## src/rtl/dcache_arbiter_if.sv

```systemverilog
// Bus bundle between the two requesters, the arbiter and the data cache.
//   Requester side (per port N = 0,1):
//     mN_req, mN_we, mN_addr[31:0], mN_width[2:0], mN_sign, mN_wdata[31:0]
//     are driven by the requester. mN_gnt and mN_ack are returned to it.
//   m_rdata[31:0] : shared read data returned to whichever port is acked.
//   Cache side: c_en, c_ren, c_wen, c_addr, c_wdata, c_rwidth, c_wwidth,
//     c_rsign are driven to the cache. c_rdata and c_valid come back from it.
//   err_timeout : sticky stall-timeout flag.
// Modports: slave = arbiter view, master = environment (requesters + cache).
interface dcache_arbiter_if;
  logic        m0_req;
  logic        m0_we;
  logic [31:0] m0_addr;
  logic [2:0]  m0_width;
  logic        m0_sign;
  logic [31:0] m0_wdata;
  logic        m0_gnt;
  logic        m0_ack;

  logic        m1_req;
  logic        m1_we;
  logic [31:0] m1_addr;
  logic [2:0]  m1_width;
  logic        m1_sign;
  logic [31:0] m1_wdata;
  logic        m1_gnt;
  logic        m1_ack;

  logic [31:0] m_rdata;

  logic        c_en;
  logic        c_ren;
  logic        c_wen;
  logic [31:0] c_addr;
  logic [31:0] c_wdata;
  logic [2:0]  c_rwidth;
  logic [2:0]  c_wwidth;
  logic        c_rsign;
  logic [31:0] c_rdata;
  logic        c_valid;

  logic        err_timeout;

  modport slave (
    input  m0_req, m0_we, m0_addr, m0_width, m0_sign, m0_wdata,
    input  m1_req, m1_we, m1_addr, m1_width, m1_sign, m1_wdata,
    input  c_rdata, c_valid,
    output m0_gnt, m0_ack, m1_gnt, m1_ack, m_rdata,
    output c_en, c_ren, c_wen, c_addr, c_wdata, c_rwidth, c_wwidth, c_rsign,
    output err_timeout
  );

  modport master (
    output m0_req, m0_we, m0_addr, m0_width, m0_sign, m0_wdata,
    output m1_req, m1_we, m1_addr, m1_width, m1_sign, m1_wdata,
    output c_rdata, c_valid,
    input  m0_gnt, m0_ack, m1_gnt, m1_ack, m_rdata,
    input  c_en, c_ren, c_wen, c_addr, c_wdata, c_rwidth, c_wwidth, c_rsign,
    input  err_timeout
  );
endinterface

```

## src/rtl/dcache_arbiter.sv

```systemverilog
// Two-port arbiter/sequencer in front of a single data-cache port.
// Port 0 (load/store unit) and port 1 (debug/DMA) share the cache. A request
// is granted and issued combinationally in the cycle it is seen, then held
// stable on the cache bus while the cache reports not-valid. The completion
// is routed back to the port that issued it. A sticky flag reports a stall
// that lasts TIMEOUT cycles.
// Ports:
//   clk : clock, rising edge
//   rst : asynchronous active-low reset
//   bus : dcache_arbiter_if.slave (requester handshakes + cache bus)
module dcache_arbiter #(
  parameter int unsigned TIMEOUT = 64
) (
  input logic             clk,
  input logic             rst,
  dcache_arbiter_if.slave bus
);

  localparam logic [15:0] TO_VAL = 16'(TIMEOUT);

  typedef enum logic {S_IDLE = 1'b0, S_WAIT = 1'b1} state_t;

  state_t      r_state;
  state_t      w_state_nxt;
  logic        r_owner;
  logic        r_last;
  logic        r_we;
  logic        r_sign;
  logic [2:0]  r_width;
  logic [31:0] r_addr;
  logic [31:0] r_wdata;
  logic [15:0] r_cnt;
  logic        r_err;

  logic        w_done;
  logic        w_held;
  logic        w_issue;
  logic        w_win;
  logic        w_act;
  logic        w_we;
  logic        w_sign;
  logic [2:0]  w_width;
  logic [31:0] w_addr;
  logic [31:0] w_wdata;
  logic [15:0] w_cnt_inc;

  always_comb begin
    w_state_nxt = r_state;
    w_act       = 1'b0;
    w_we        = 1'b0;
    w_sign      = 1'b0;
    w_width     = 3'd0;
    w_addr      = 32'd0;
    w_wdata     = 32'd0;

    w_done  = rst && (r_state == S_WAIT) && bus.c_valid;
    w_held  = rst && (r_state == S_WAIT) && !bus.c_valid;
    // A completing transaction frees the cache in the same cycle, so WAIT
    // with c_valid=1 can issue exactly like IDLE.
    w_issue = rst && ((r_state == S_IDLE) || bus.c_valid) &&
              (bus.m0_req || bus.m1_req);
    // Round-robin on conflict: the port not granted last time wins.
    w_win   = (bus.m0_req && bus.m1_req) ? ~r_last : bus.m1_req;

    if (w_issue)
      w_state_nxt = S_WAIT;
    else if (w_done)
      w_state_nxt = S_IDLE;

    if (w_issue) begin
      w_act = 1'b1;
      if (w_win) begin
        w_we    = bus.m1_we;
        w_sign  = bus.m1_sign;
        w_width = bus.m1_width;
        w_addr  = bus.m1_addr;
        w_wdata = bus.m1_wdata;
      end else begin
        w_we    = bus.m0_we;
        w_sign  = bus.m0_sign;
        w_width = bus.m0_width;
        w_addr  = bus.m0_addr;
        w_wdata = bus.m0_wdata;
      end
    end else if (w_held) begin
      // Cache re-samples every stalled edge; replay the held request.
      w_act   = 1'b1;
      w_we    = r_we;
      w_sign  = r_sign;
      w_width = r_width;
      w_addr  = r_addr;
      w_wdata = r_wdata;
    end
  end

  assign w_cnt_inc = (r_cnt == 16'hFFFF) ? r_cnt : r_cnt + 16'd1;

  assign bus.c_en        = w_issue;
  assign bus.c_ren       = w_act & ~w_we;
  assign bus.c_wen       = w_act & w_we;
  assign bus.c_addr      = w_addr;
  assign bus.c_wdata     = w_wdata;
  assign bus.c_rwidth    = w_width;
  assign bus.c_wwidth    = w_width;
  assign bus.c_rsign     = w_sign;
  assign bus.m0_gnt      = w_issue & ~w_win;
  assign bus.m1_gnt      = w_issue & w_win;
  assign bus.m0_ack      = w_done & ~r_owner;
  assign bus.m1_ack      = w_done & r_owner;
  assign bus.m_rdata     = bus.c_rdata;
  assign bus.err_timeout = r_err;

  always_ff @(posedge clk or negedge rst) begin
    if (!rst) begin
      r_state <= S_IDLE;
      r_owner <= 1'b0;
      r_last  <= 1'b1;
      r_we    <= 1'b0;
      r_sign  <= 1'b0;
      r_width <= 3'd0;
      r_addr  <= 32'd0;
      r_wdata <= 32'd0;
      r_cnt   <= 16'd0;
      r_err   <= 1'b0;
    end else begin
      r_state <= w_state_nxt;
      if (w_issue) begin
        r_owner <= w_win;
        r_last  <= w_win;
        r_we    <= w_we;
        r_sign  <= w_sign;
        r_width <= w_width;
        r_addr  <= w_addr;
        r_wdata <= w_wdata;
        r_cnt   <= 16'd0;
      end else if (w_held) begin
        r_cnt <= w_cnt_inc;
        if (w_cnt_inc == TO_VAL)
          r_err <= 1'b1;
      end
    end
  end

endmodule

```

## src/flat_wrapper.sv

```systemverilog
// flat-port wrapper written by rule: the top's interface ports become plain ports
module dcache_arbiter_flat 
#(
  parameter int unsigned TIMEOUT = 64
)
  (clk, rst, bus_m0_req, bus_m0_we, bus_m0_addr, bus_m0_width, bus_m0_sign, bus_m0_wdata, bus_m1_req, bus_m1_we, bus_m1_addr, bus_m1_width, bus_m1_sign, bus_m1_wdata, bus_c_rdata, bus_c_valid, bus_m0_gnt, bus_m0_ack, bus_m1_gnt, bus_m1_ack, bus_m_rdata, bus_c_en, bus_c_ren, bus_c_wen, bus_c_addr, bus_c_wdata, bus_c_rwidth, bus_c_wwidth, bus_c_rsign, bus_err_timeout);
  dcache_arbiter_if bus_i ();
  input logic clk;
  input logic rst;
  input wire logic [$bits(bus_i.m0_req)-1:0] bus_m0_req;
  input wire logic [$bits(bus_i.m0_we)-1:0] bus_m0_we;
  input wire logic [$bits(bus_i.m0_addr)-1:0] bus_m0_addr;
  input wire logic [$bits(bus_i.m0_width)-1:0] bus_m0_width;
  input wire logic [$bits(bus_i.m0_sign)-1:0] bus_m0_sign;
  input wire logic [$bits(bus_i.m0_wdata)-1:0] bus_m0_wdata;
  input wire logic [$bits(bus_i.m1_req)-1:0] bus_m1_req;
  input wire logic [$bits(bus_i.m1_we)-1:0] bus_m1_we;
  input wire logic [$bits(bus_i.m1_addr)-1:0] bus_m1_addr;
  input wire logic [$bits(bus_i.m1_width)-1:0] bus_m1_width;
  input wire logic [$bits(bus_i.m1_sign)-1:0] bus_m1_sign;
  input wire logic [$bits(bus_i.m1_wdata)-1:0] bus_m1_wdata;
  input wire logic [$bits(bus_i.c_rdata)-1:0] bus_c_rdata;
  input wire logic [$bits(bus_i.c_valid)-1:0] bus_c_valid;
  output wire logic [$bits(bus_i.m0_gnt)-1:0] bus_m0_gnt;
  output wire logic [$bits(bus_i.m0_ack)-1:0] bus_m0_ack;
  output wire logic [$bits(bus_i.m1_gnt)-1:0] bus_m1_gnt;
  output wire logic [$bits(bus_i.m1_ack)-1:0] bus_m1_ack;
  output wire logic [$bits(bus_i.m_rdata)-1:0] bus_m_rdata;
  output wire logic [$bits(bus_i.c_en)-1:0] bus_c_en;
  output wire logic [$bits(bus_i.c_ren)-1:0] bus_c_ren;
  output wire logic [$bits(bus_i.c_wen)-1:0] bus_c_wen;
  output wire logic [$bits(bus_i.c_addr)-1:0] bus_c_addr;
  output wire logic [$bits(bus_i.c_wdata)-1:0] bus_c_wdata;
  output wire logic [$bits(bus_i.c_rwidth)-1:0] bus_c_rwidth;
  output wire logic [$bits(bus_i.c_wwidth)-1:0] bus_c_wwidth;
  output wire logic [$bits(bus_i.c_rsign)-1:0] bus_c_rsign;
  output wire logic [$bits(bus_i.err_timeout)-1:0] bus_err_timeout;
  assign bus_i.m0_req = bus_m0_req;
  assign bus_i.m0_we = bus_m0_we;
  assign bus_i.m0_addr = bus_m0_addr;
  assign bus_i.m0_width = bus_m0_width;
  assign bus_i.m0_sign = bus_m0_sign;
  assign bus_i.m0_wdata = bus_m0_wdata;
  assign bus_i.m1_req = bus_m1_req;
  assign bus_i.m1_we = bus_m1_we;
  assign bus_i.m1_addr = bus_m1_addr;
  assign bus_i.m1_width = bus_m1_width;
  assign bus_i.m1_sign = bus_m1_sign;
  assign bus_i.m1_wdata = bus_m1_wdata;
  assign bus_i.c_rdata = bus_c_rdata;
  assign bus_i.c_valid = bus_c_valid;
  assign bus_m0_gnt = bus_i.m0_gnt;
  assign bus_m0_ack = bus_i.m0_ack;
  assign bus_m1_gnt = bus_i.m1_gnt;
  assign bus_m1_ack = bus_i.m1_ack;
  assign bus_m_rdata = bus_i.m_rdata;
  assign bus_c_en = bus_i.c_en;
  assign bus_c_ren = bus_i.c_ren;
  assign bus_c_wen = bus_i.c_wen;
  assign bus_c_addr = bus_i.c_addr;
  assign bus_c_wdata = bus_i.c_wdata;
  assign bus_c_rwidth = bus_i.c_rwidth;
  assign bus_c_wwidth = bus_i.c_wwidth;
  assign bus_c_rsign = bus_i.c_rsign;
  assign bus_err_timeout = bus_i.err_timeout;
  dcache_arbiter #(.TIMEOUT(TIMEOUT)) u_core (.clk(clk), .rst(rst), .bus(bus_i));
endmodule
```

## config.mk

```make
export PLATFORM = sky130hd
export DESIGN_NAME = dcache_arbiter_flat
export DESIGN_NICKNAME = d
export VERILOG_FILES = /design/src/rtl/dcache_arbiter_if.sv /design/src/rtl/dcache_arbiter.sv /design/src/flat_wrapper.sv
export SDC_FILE = /design/constraint.sdc
export NUM_CORES = 1
export LEC_CHECK = 0
export CORE_MARGIN = 2
export CORE_UTILIZATION = 41
export DETAILED_ROUTE_END_ITERATION = 8
export PLACE_DENSITY = 0.79
export RECOVER_POWER = 100
export SLEW_MARGIN = 5
export SYNTH_ARGS = -nofsm -noshare
export SYNTH_HDL_FRONTEND = slang
export SYNTH_SLANG_ARGS = --single-unit
```

## constraint.sdc

```tcl
create_clock -name clk -period 2.6 [get_ports clk]
set_input_delay 0.52 -clock clk [delete_from_list [all_inputs] [get_ports clk]]
set_output_delay 0.52 -clock clk [all_outputs]
set_load 0.01 [all_outputs]
```

==> results.ini, run 1 <==
[logic_synthesis]
synth_warnings = 0
yosys-top-cells-count = a21o_1 (142), dfrtp_1 (88), nor2_1 (79)
synth_top_area_cell = dfrtp_1
ys.flop_type = dfrtp_1
synth_top_cell_area_share_pct = 39.7
synth_nets = 755
syn_avg_cell_area_um2 = 9.57
syn_area_mm2 = 0.00554
yosys-top-cells-area = dfrtp_1 (40%), a21o_1 (19%), mux2i_1 (13%)
synth.distinct_cells = 44
synth-edff-count = 0
synth_most_common_cell = a21o_1
synth_cells = 579
seq_area_frac_synth_pct = 40.2
ys_ff_latch = 89
async_flop_share_pct = 100

[die]
core_area_mm2 = 0.0132
rows = 42
start_util_pct = 41.8
boundaryPins = 286
fp.dieArea_mm2 = 0.0145
fp.dieH_um = 120
die-width_um = 120

[setup_path]
critPathTopFamily = buffers and inverters
r2r_slack_ns = 0.31
reg2reg_to = u_core.bus.err_timeout
critPathMaxStageDelay_ns = 0.56
crit_path_frequent_cell = buf_12
worstPathRequired_ns = 2.08
start_kind = flop
cp_cell_sequence = a21boi_4 -> buf_12 -> buf_12 -> buf_16 -> mux2i_1 -> nor2_1 -> a21o_1 -> clkdlybuf4s15_1
end_kind = output pin
crit_arrival_ns = 2.03
rr_worst_depth = 7
critPathMaxFanout = 11
path_class = flop to output pin
crit_buf_inv = 4
worstSetupStartpoint = u_core.r_last
cp_slowest_cell = dfstp_2
r2r-start = u_core.r_cnt[0]

[power]
p_per_area_mw_per_mm2 = 503
leakage_nw = 4.88
total_power_mw = 4.40
vdd_drop_max_mv = 0.297

[routing]
viasPerCell = 5.35
avgRoutedWirePerCell_um = 17.5
drtIter0Drc = 259
num_vias = 5479
ant_nets = 0
drcViolationCount = 0
drtPass1Iterations = 5
routed_wl_um = 17900

[finish]
area_delta_synth_final_pct = 58.0
finalNetCount = 1020
nFillCells = 1080
fin_area_mm2 = 0.00875
drive_gt1_share_pct = 23.0
diodes = 0
layoutNonFillerInstCount = 1025

[clocking]
cts_root_buf = clkbuf_16
clockBufferDepth = 2
clk_pin_slew_worst_paths_ns = 0.06
insertion_delay_ns = 0.34
cts.htree.levels = 3
cts_hold_buf = 0
cts_made_buffers = 9
cts_sinks = 89
cts_tree = done

[job]
maxCapViolations = 0

[place]
portBuffers = 221
dp_hpwl_um = 12400
place_area_mm2 = 0.00824
dpl_worst_slack_ns = -0.628
gp_congestion = 0.878
placed_cells = 985

[outcome]
status = finished, final reports clean

[sta]
maxSlewViolCount = 0
worst_slew_pin_slew_ns = 1.00
setup_ws_ns = 0.0462
max_freq_mhz = 392
finalClockSkew_ns = 0.00638
fin_crit_sh_pct = 98.2
max-slew-margin-rel_pct = 33.3
rsz0062_at_grt = true
hold_violations = 0
finalSetupViolCount = 0
period_minus_slack_ns = 2.55

[min_path]
hp-class = input port to asynchronous set/reset pin

[global_route]
antenna_found_initial = 0
track_usage_pct = 25.0
grt_max_degree = 79
grt_overflow = 0
grt_pass1_wl_um = 28600
grt_pass1_vias = 5859

[cell families after synthesis]
| logic type | after synthesis | share of synthesized area [%] |
|---|---|---|
| AOI/OAI and AO/OA | 191 | 25.0 |
| and+or+nand+nor | 140 | 12.2 |
| DFF | 89 | 40.2 |
| buffers and inverters | 85 | 9.21 |
| muxes | 71 | 12.8 |
| xor gates and xnor gates | 2 | 0.316 |
| adders and majority gates | 1 | 0.226 |
[worst max path at each step]
stage	to	slack (ns)	cells after the start
floorplan	bus_c_wdata[13]	0.24	6
global placement	bus_c_wdata[1]	-0.61	7
detailed placement	bus_c_addr[28]	-0.63	7
CTS	bus_c_wdata[15]	-0.05	8
global route	bus_c_wdata[12]	-0.01	8
finish	bus_c_addr[13]	0.05	8
[per-stage QoR]
| step | util (%) | hold slack [ns] | setup TNS, ns |
|---|---|---|---|
| after floorplan | - | 0.224 | 0 |
| after global placement | 62.2 | 0.459 | -33.70 |
| after detailed placement | 62.2 | 0.461 | -34.46 |
| after CTS | 66.8 | 0.132 | -0.173 |
| after global routing | 66.1 | 0.241 | -0.0125 |
| final | 66.1 | 0.200 | 0 |
[state kept, by name, indices dropped and copies added, names as in the netlist, 3 cells and up]
name / flops
u_core.r_cnt: 16
u_core.r_wdata: 32
u_core.r_width: 3
u_core.r_addr: 32
[placed cells by master, fill, tap and decap left out, types with 5 or more instances in the layout]
cell,synthesis,final
nand2_1,13,13
a21o_1,142,141
dfrtp_1,88,88
mux2i_1,70,59
nor2_1,79,72
nand4_1,5,5
mux2i_4,0,6
clkbuf_2,0,25
nand3_1,8,8
clkbuf_16,0,9
inv_1,6,6
nor3_1,7,7
buf_12,0,10
nor4_1,7,7
clkdlybuf4s50_1,0,142
clkdlybuf4s15_1,0,12
buf_4,37,96
mux2i_2,0,5
a21oi_1,14,14
and3_2,4,5
nor2_2,0,7
buf_2,8,9
dlygate4sd2_1,0,30
o21ai_0,14,13
[worst reg2reg max path, cell delays in order (launching register included)]
cell and delay [ns]:
dfrtp_1 0.41, ha_1 0.30, nand3_1 0.14, buf_4 0.19, nor4_1 0.39, mux2i_1 0.30
o211ai_1 0.13, o41ai_2 0.32
[layout make-up]
| type | instances | area, um^2 | share of cell area, % |
|---|---|---|---|
| clock buffers | 13 | 260 | 2.97 |
| clock inverters | 3 | 15.0 | 0.172 |
| inverters | 6 | 22.5 | 0.257 |
| multi-input cells | 405 | 2930 | 33.5 |
| flip-flops and latches | 89 | 2230 | 25.5 |
| well taps | 176 | 220 | 2.52 |
| repair buffers | 333 | 3080 | 35.1 |
[report_power, final]
group	leakage, nW	internal, mW	switching (mW)
Sequential	1.12	1.61	0.155
Combinational	3.62	0.828	0.578
Clock	0.139	0.696	0.533
Total	4.88	3.13	1.27
[routing by layer]
metal | track usage [%] | share of wire [%]
met5 | 0 | 0
met4 | 11.0 | 3.0
met3 | 6.65 | 6.7
met2 | 44.7 | 52
met1 | 28.0 | 38
[repair_timing]
action | 4_1_cts | 5_1_grt
pin swaps | 1 | 5
setup endpoints to repair | 76 | 59
resized for setup | 138 | 64
buffers inserted | 16 | 4
gates cloned | 5 | 0
(Power assumes the default switching activity.)
==> run 2: changes to the inputs <==
--- a/config.mk
+++ b/config.mk
@@ -5,7 +5,7 @@
 export SDC_FILE = /design/constraint.sdc
 export NUM_CORES = 1
 export LEC_CHECK = 0
-export CORE_MARGIN = 2
+export CORE_MARGIN = 3
 export CORE_UTILIZATION = 41
 export DETAILED_ROUTE_END_ITERATION = 8
 export PLACE_DENSITY = 0.79
==> results.ini, run 2 (same netlist as run 1, synthesis figures left out) <==
[outcome]
status = finished, final reports clean  ; unchanged

[routing]
num_vias = 5647  ; was 5479
routed_wl_um = 19500  ; was 17900 um
wl_met3_um = 1550  ; was 1210 um
wl_met2_um = 9850  ; was 9310 um
avgRoutedWirePerCell_um = 18.6  ; was 17.5 um
m1WireLength_um = 7540  ; was 6850 um
drcViolationCount = 0  ; unchanged
drtIter0Drc = 473  ; was 259
viasPerCell = 5.39  ; was 5.35
top_layer_used = met4  ; unchanged
ant_nets = 0  ; unchanged
drtPass1Iterations = 5  ; unchanged

[global_route]
grt_max_degree = 65  ; was 79
antenna_found_initial = 0  ; unchanged
grt_pass1_wl_um = 30700  ; was 28600 um
grt_overflow = 0  ; unchanged
grt_pass1_vias = 6085  ; was 5859
track_usage_pct = 26.2  ; was 25.0%

[die]
boundaryPins = 286  ; unchanged
core_area_mm2 = 0.0129  ; was 0.0132 mm^2
rows = 41  ; was 42
fp.dieH_um = 122  ; was 120 um
fp.dieArea_mm2 = 0.0149  ; was 0.0145 mm^2
start_util_pct = 42.9  ; was 41.8%
die-width_um = 122  ; was 120 um

[finish]
multi_input_area_mm2 = 0.00300  ; was 0.00293 mm^2
area_delta_synth_final_pct = 60.0  ; was 58.0%
final_common_cell = clkdlybuf4s50_1  ; unchanged
drive_gt1_share_pct = 28.1  ; was 23.0%
diodes = 0  ; unchanged
nFillCells = 1001  ; was 1080
final_cell_mix = clkdlybuf4s50_1 (142), a21o_1 (141), buf_4 (119), dfrtp_1 (88), nor2_1 (67)  ; was clkdlybuf4s50_1 (142), a21o_1 (141), buf_4 (96), dfrtp_1 (88), nor2_1 (72)
finalNetCount = 1047  ; was 1020
largest_registers = u_core.r_addr x32, u_core.r_wdata x32, u_core.r_cnt x16  ; unchanged
layoutNonFillerInstCount = 1047  ; was 1025
seq_area_mm2 = 0.00223  ; unchanged

[sta]
setup_ws_ns = 0.0478  ; was 0.0462 ns
period_minus_slack_ns = 2.55  ; about the same
finalClockSkew_ns = 0.00962  ; was 0.00638 ns
hold_violations = 0  ; unchanged
fin_crit_sh_pct = 98.2  ; about the same
worst_slew_pin_slew_ns = 0.824  ; was 1.00 ns
holdWs_ns = 0.357  ; was 0.200 ns
maxSlewViolCount = 0  ; unchanged
rsz0062_at_grt = true  ; unchanged
max-slew-margin-rel_pct = 45.0  ; was 33.3%
finalSetupViolCount = 0  ; unchanged
max_freq_mhz = 392  ; about the same

[clocking]
clk_pin_slew_worst_paths_ns = 0.06  ; about the same
clockBufferDepth = 2  ; unchanged
cts.htree.levels = 3  ; unchanged
cts_made_buffers = 9  ; unchanged
insertion_delay_ns = 0.35  ; was 0.34 ns
cts_tree = done  ; unchanged
cts_root_buf = clkbuf_16  ; unchanged
cts_hold_buf = 0  ; unchanged
cts_sinks = 89  ; unchanged

[place]
dpl_worst_slack_ns = -0.550  ; was -0.628 ns
gp_congestion = 0.906  ; was 0.878
portBuffers = 221  ; unchanged
placed_cells = 1004  ; was 985
dp_hpwl_um = 14300  ; was 12400 um

[setup_path]
path_class = input port to output pin  ; was flop to output pin
r2r_slack_ns = 0.21  ; was 0.31 ns
critPathMaxFanout = 7  ; was 11
start_kind = input port  ; was flop
reg2reg_to = u_core.r_addr[5]  ; was u_core.bus.err_timeout
worstPathRequired_ns = 2.08  ; about the same
rr_worst_depth = 14  ; was 7
end_kind = output pin  ; unchanged
r2r-start = u_core.r_last  ; was u_core.r_cnt[0]
critical_path.endpoint = bus_c_wdata[0]  ; was bus_c_addr[13]
crit_arrival_ns = 2.03  ; about the same
worstSetupStartpoint = bus_m0_req  ; was u_core.r_last

[power]
vdd_drop_max_mv = 0.309  ; was 0.297 mV
p_per_area_mw_per_mm2 = 497  ; was 503 mW/mm^2
total_power_mw = 4.40  ; about the same
leakage_nw = 4.96  ; was 4.88 nW

[min_path]
hp-class = input port to asynchronous set/reset pin  ; unchanged

[job]
maxCapViolations = 0  ; unchanged

-- run 2: area by class of cell --
class	count	share of cell area (%)
Inverter	6	0.254
Clock buffer	10	2.58
Tap cell	172	2.43
Clock inverter	5	0.381
Timing Repair Buffer	359	35.4
Multi-Input combinational cell	406	33.8
Sequential cell	89	25.1
-- run 2: report_power, final --
part	internal, mW	switching (mW)	total (mW)
Combinational	0.842	0.609	1.45
Sequential	1.61	0.157	1.77
Clock	0.641	0.546	1.19
Total	3.09	1.31	4.40
-- run 2: timing repair --
action	CTS	global route
endpoints found under the hold margin	0	0
endpoints found under the setup margin	76	59
gates resized for setup	239	47
buffers inserted	24	4
cloned	3	0
pin swaps	10	8
-- run 2: stage by stage --
stage | utilization [%] | TNS (ns) | instance area [um^2]
after floorplan | - | 0 | 5540
after detailed placement | 64.9 | -34.45 | 8390
after global routing | 68.6 | -0.0615 | 8860
after global placement | 64.9 | -35.17 | 8390
after CTS | 68.3 | 0 | 8820
final | 68.6 | 0 | 8860
-- run 2: per-layer routing --
metal | track usage (%) | vias to the layer above
met3 | 7.88 | 57
met5 | 0 | -
li1 | - | 2635
met4 | 8.05 | 0
met1 | 31.9 | 2716
met2 | 44.6 | 239
-- run 2: worst max-delay path: stages --
cell and delay (ns):
clkdlybuf4s15_2 0.24, a21boi_4 0.21, buf_12 0.17, buf_8 0.14
mux2i_1 0.22, nor2_1 0.08, a21o_1 0.16, dlygate4sd2_1 0.28
-- run 2: worst min-delay path by stage --
stage,from,cells past startpoint,end,slack (ns)
6_report,rst,2,u_core.r_addr[16],0.36
5_1_grt,rst,2,u_core.r_addr[19],0.38
4_1_cts,rst,2,u_core.r_addr[16],0.20
3_5_place_dp,u_core.bus.err_timeout,2,u_core.bus.err_timeout,0.46
3_3_place_gp,u_core.bus.err_timeout,2,u_core.bus.err_timeout,0.46
2_1_floorplan,rst,0,u_core.bus.err_timeout,0.22
==> run 3: changes to the inputs <==
--- a/config.mk
+++ b/config.mk
@@ -8,7 +8,8 @@
 export CORE_MARGIN = 3
 export CORE_UTILIZATION = 41
 export DETAILED_ROUTE_END_ITERATION = 8
-export PLACE_DENSITY = 0.79
+export GPL_ROUTABILITY_DRIVEN = 0
+export PLACE_DENSITY = 0.86
 export RECOVER_POWER = 100
 export SLEW_MARGIN = 5
 export SYNTH_ARGS = -nofsm -noshare
==> results.ini, run 3 (same netlist as run 1, synthesis figures left out) <==
[outcome]
status = finished, final reports clean  ; unchanged

[routing]
routed_wl_um = 20800  ; was 19500 um
drtPass1Iterations = 5  ; unchanged
avgRoutedWirePerCell_um = 20.2  ; was 18.6 um
viasPerCell = 5.61  ; was 5.39
ant_nets = 0  ; unchanged
drtIter0Drc = 487  ; was 473
num_vias = 5782  ; was 5647
drcViolationCount = 0  ; unchanged

[sta]
finalClockSkew_ns = 0.0136  ; was 0.00962 ns
fin_tns_setup_ns = 0  ; unchanged
fin_crit_sh_pct = 99.9  ; was 98.2%
setup_ws_ns = 0.00375  ; was 0.0478 ns
maxSlewViolCount = 0  ; unchanged
period_minus_slack_ns = 2.60  ; was 2.55 ns
rsz0062_at_grt = true  ; unchanged
max_freq_mhz = 385  ; was 392 MHz
max-slew-margin-rel_pct = 37.9  ; was 45.0%
worst_slew_pin_slew_ns = 0.932  ; was 0.824 ns
hold_violations = 0  ; unchanged
finalSetupViolCount = 0  ; unchanged

[clocking]
cts_sinks = 89  ; unchanged
cts.htree.levels = 3  ; unchanged
cts_made_buffers = 9  ; unchanged
cts_tree = done  ; unchanged
clockBufferDepth = 2  ; unchanged
clk_pin_slew_worst_paths_ns = 0.07  ; was 0.06 ns
cts_root_buf = clkbuf_16  ; unchanged
insertion_delay_ns = 0.35  ; about the same

[setup_path]
end_kind = output pin  ; unchanged
worstPathRequired_ns = 2.08  ; about the same
start_kind = flop  ; was input port
crit_arrival_ns = 2.08  ; was 2.03 ns
critPathMaxFanout = 7  ; unchanged
path_class = flop to output pin  ; was input port to output pin

[global_route]
grt_pass1_vias = 5980  ; was 6085
grt_overflow = 0  ; unchanged
track_usage_pct = 26.0  ; was 26.2%
antenna_found_initial = 0  ; unchanged
grt_pass1_wl_um = 30500  ; was 30700 um
grt_max_degree = 48  ; was 65

[finish]
area_delta_synth_final_pct = 64.5  ; was 60.0%
layoutNonFillerInstCount = 1031  ; was 1047
utilization_pct = 70.5  ; was 68.6%
nFillCells = 863  ; was 1001
finalNetCount = 1029  ; was 1047
final_cell_mix = a21o_1 (141), clkdlybuf4s50_1 (141), buf_4 (95), dfrtp_1 (88), mux2i_1 (49)  ; was clkdlybuf4s50_1 (142), a21o_1 (141), buf_4 (119), dfrtp_1 (88), nor2_1 (67)
drive_gt1_share_pct = 29.4  ; was 28.1%
largest_registers = u_core.r_addr x32, u_core.r_wdata x32, u_core.r_cnt x16  ; unchanged

[place]
portBuffers = 221  ; unchanged
dpl_worst_slack_ns = -0.555  ; was -0.550 ns
dp_hpwl_um = 13200  ; was 14300 um
placed_cells = 982  ; was 1004

[power]
p_per_area_mw_per_mm2 = 526  ; was 497 mW/mm^2
total_power_mw = 4.79  ; was 4.40 mW
vdd_drop_max_mv = 0.363  ; was 0.309 mV
leakage_nw = 4.97  ; was 4.96 nW

[die]
die-width_um = 122  ; unchanged
fp.dieArea_mm2 = 0.0149  ; unchanged
core_area_mm2 = 0.0129  ; unchanged
rows = 41  ; unchanged
fp.dieH_um = 122  ; unchanged
boundaryPins = 286  ; unchanged
start_util_pct = 42.9  ; unchanged

[job]
maxCapViolations = 0  ; unchanged

[min_path]
hp-class = input port to asynchronous set/reset pin  ; unchanged

run 3: routing by layer:
metal | wire, um | vias to the layer above | global-route usage (%)
met4 | 694 | 0 | 11.1
met5 | 0 | - | 0
met1 | 7610 | 2799 | 30.3
met2 | 11000 | 329 | 44.8
li1 | - | 2593 | -
met3 | 1510 | 61 | 7.19
run 3: per-stage QoR:
step           area (um^2)  hold slack [ns]
2_1_floorplan         5540            0.224
3_3_place_gp          8280            0.455
3_5_place_dp          8280            0.462
4_1_cts               8930            0.177
5_1_grt               9110            0.310
6_report              9110            0.282
run 3: path summary, 6_finish.rpt:
check,from,endpoint,slack (ns),cells after the start
max reg2reg,u_core.r_last,u_core.r_addr[3],0.04,15
min in group clk,u_core.bus.err_timeout,u_core.bus.err_timeout,0.48,2
max in group asynchronous,rst,u_core.r_wdata[29],1.13,3
min reg2reg,u_core.bus.err_timeout,u_core.bus.err_timeout,0.48,2
min,rst,u_core.r_cnt[15],0.28,2
max,u_core.r_last,bus_c_addr[0],0.004,8
run 3: cell type report:
type                            instances  area [um^2]  share of cell area (%)
Antenna cell                            1         2.50                  0.0275
Clock buffer                           12          256                    2.82
Clock inverter                          4         73.8                   0.810
Inverter                                6         22.5                   0.247
Multi-Input combinational cell        405         3160                    34.6
Sequential cell                        89         2230                    24.5
Tap cell                              172          215                    2.36
Timing Repair Buffer                  342         3160                    34.6
run 3: timing repair:
action,4_1_cts,5_1_grt
buffers inserted,25,4
endpoints found under the setup margin,76,71
gates cloned,4,1
pin swaps,8,5
hold buffers,0,0
gates resized for setup,236,68
run 3: worst max-delay path: stages (launching register included):
cell and delay [ns]:
dfstp_2 0.55, a21boi_4 0.08, buf_12 0.16, buf_12 0.14, buf_4 0.13, mux2i_2 0.23, nor2_1 0.10, a21o_1 0.19
buf_2 0.16
run 3: where the power goes:
part	internal, mW	total (mW)	switching, mW
combinational	0.873	1.54	0.668
clock	0.898	1.47	0.573
sequential	1.61	1.78	0.169
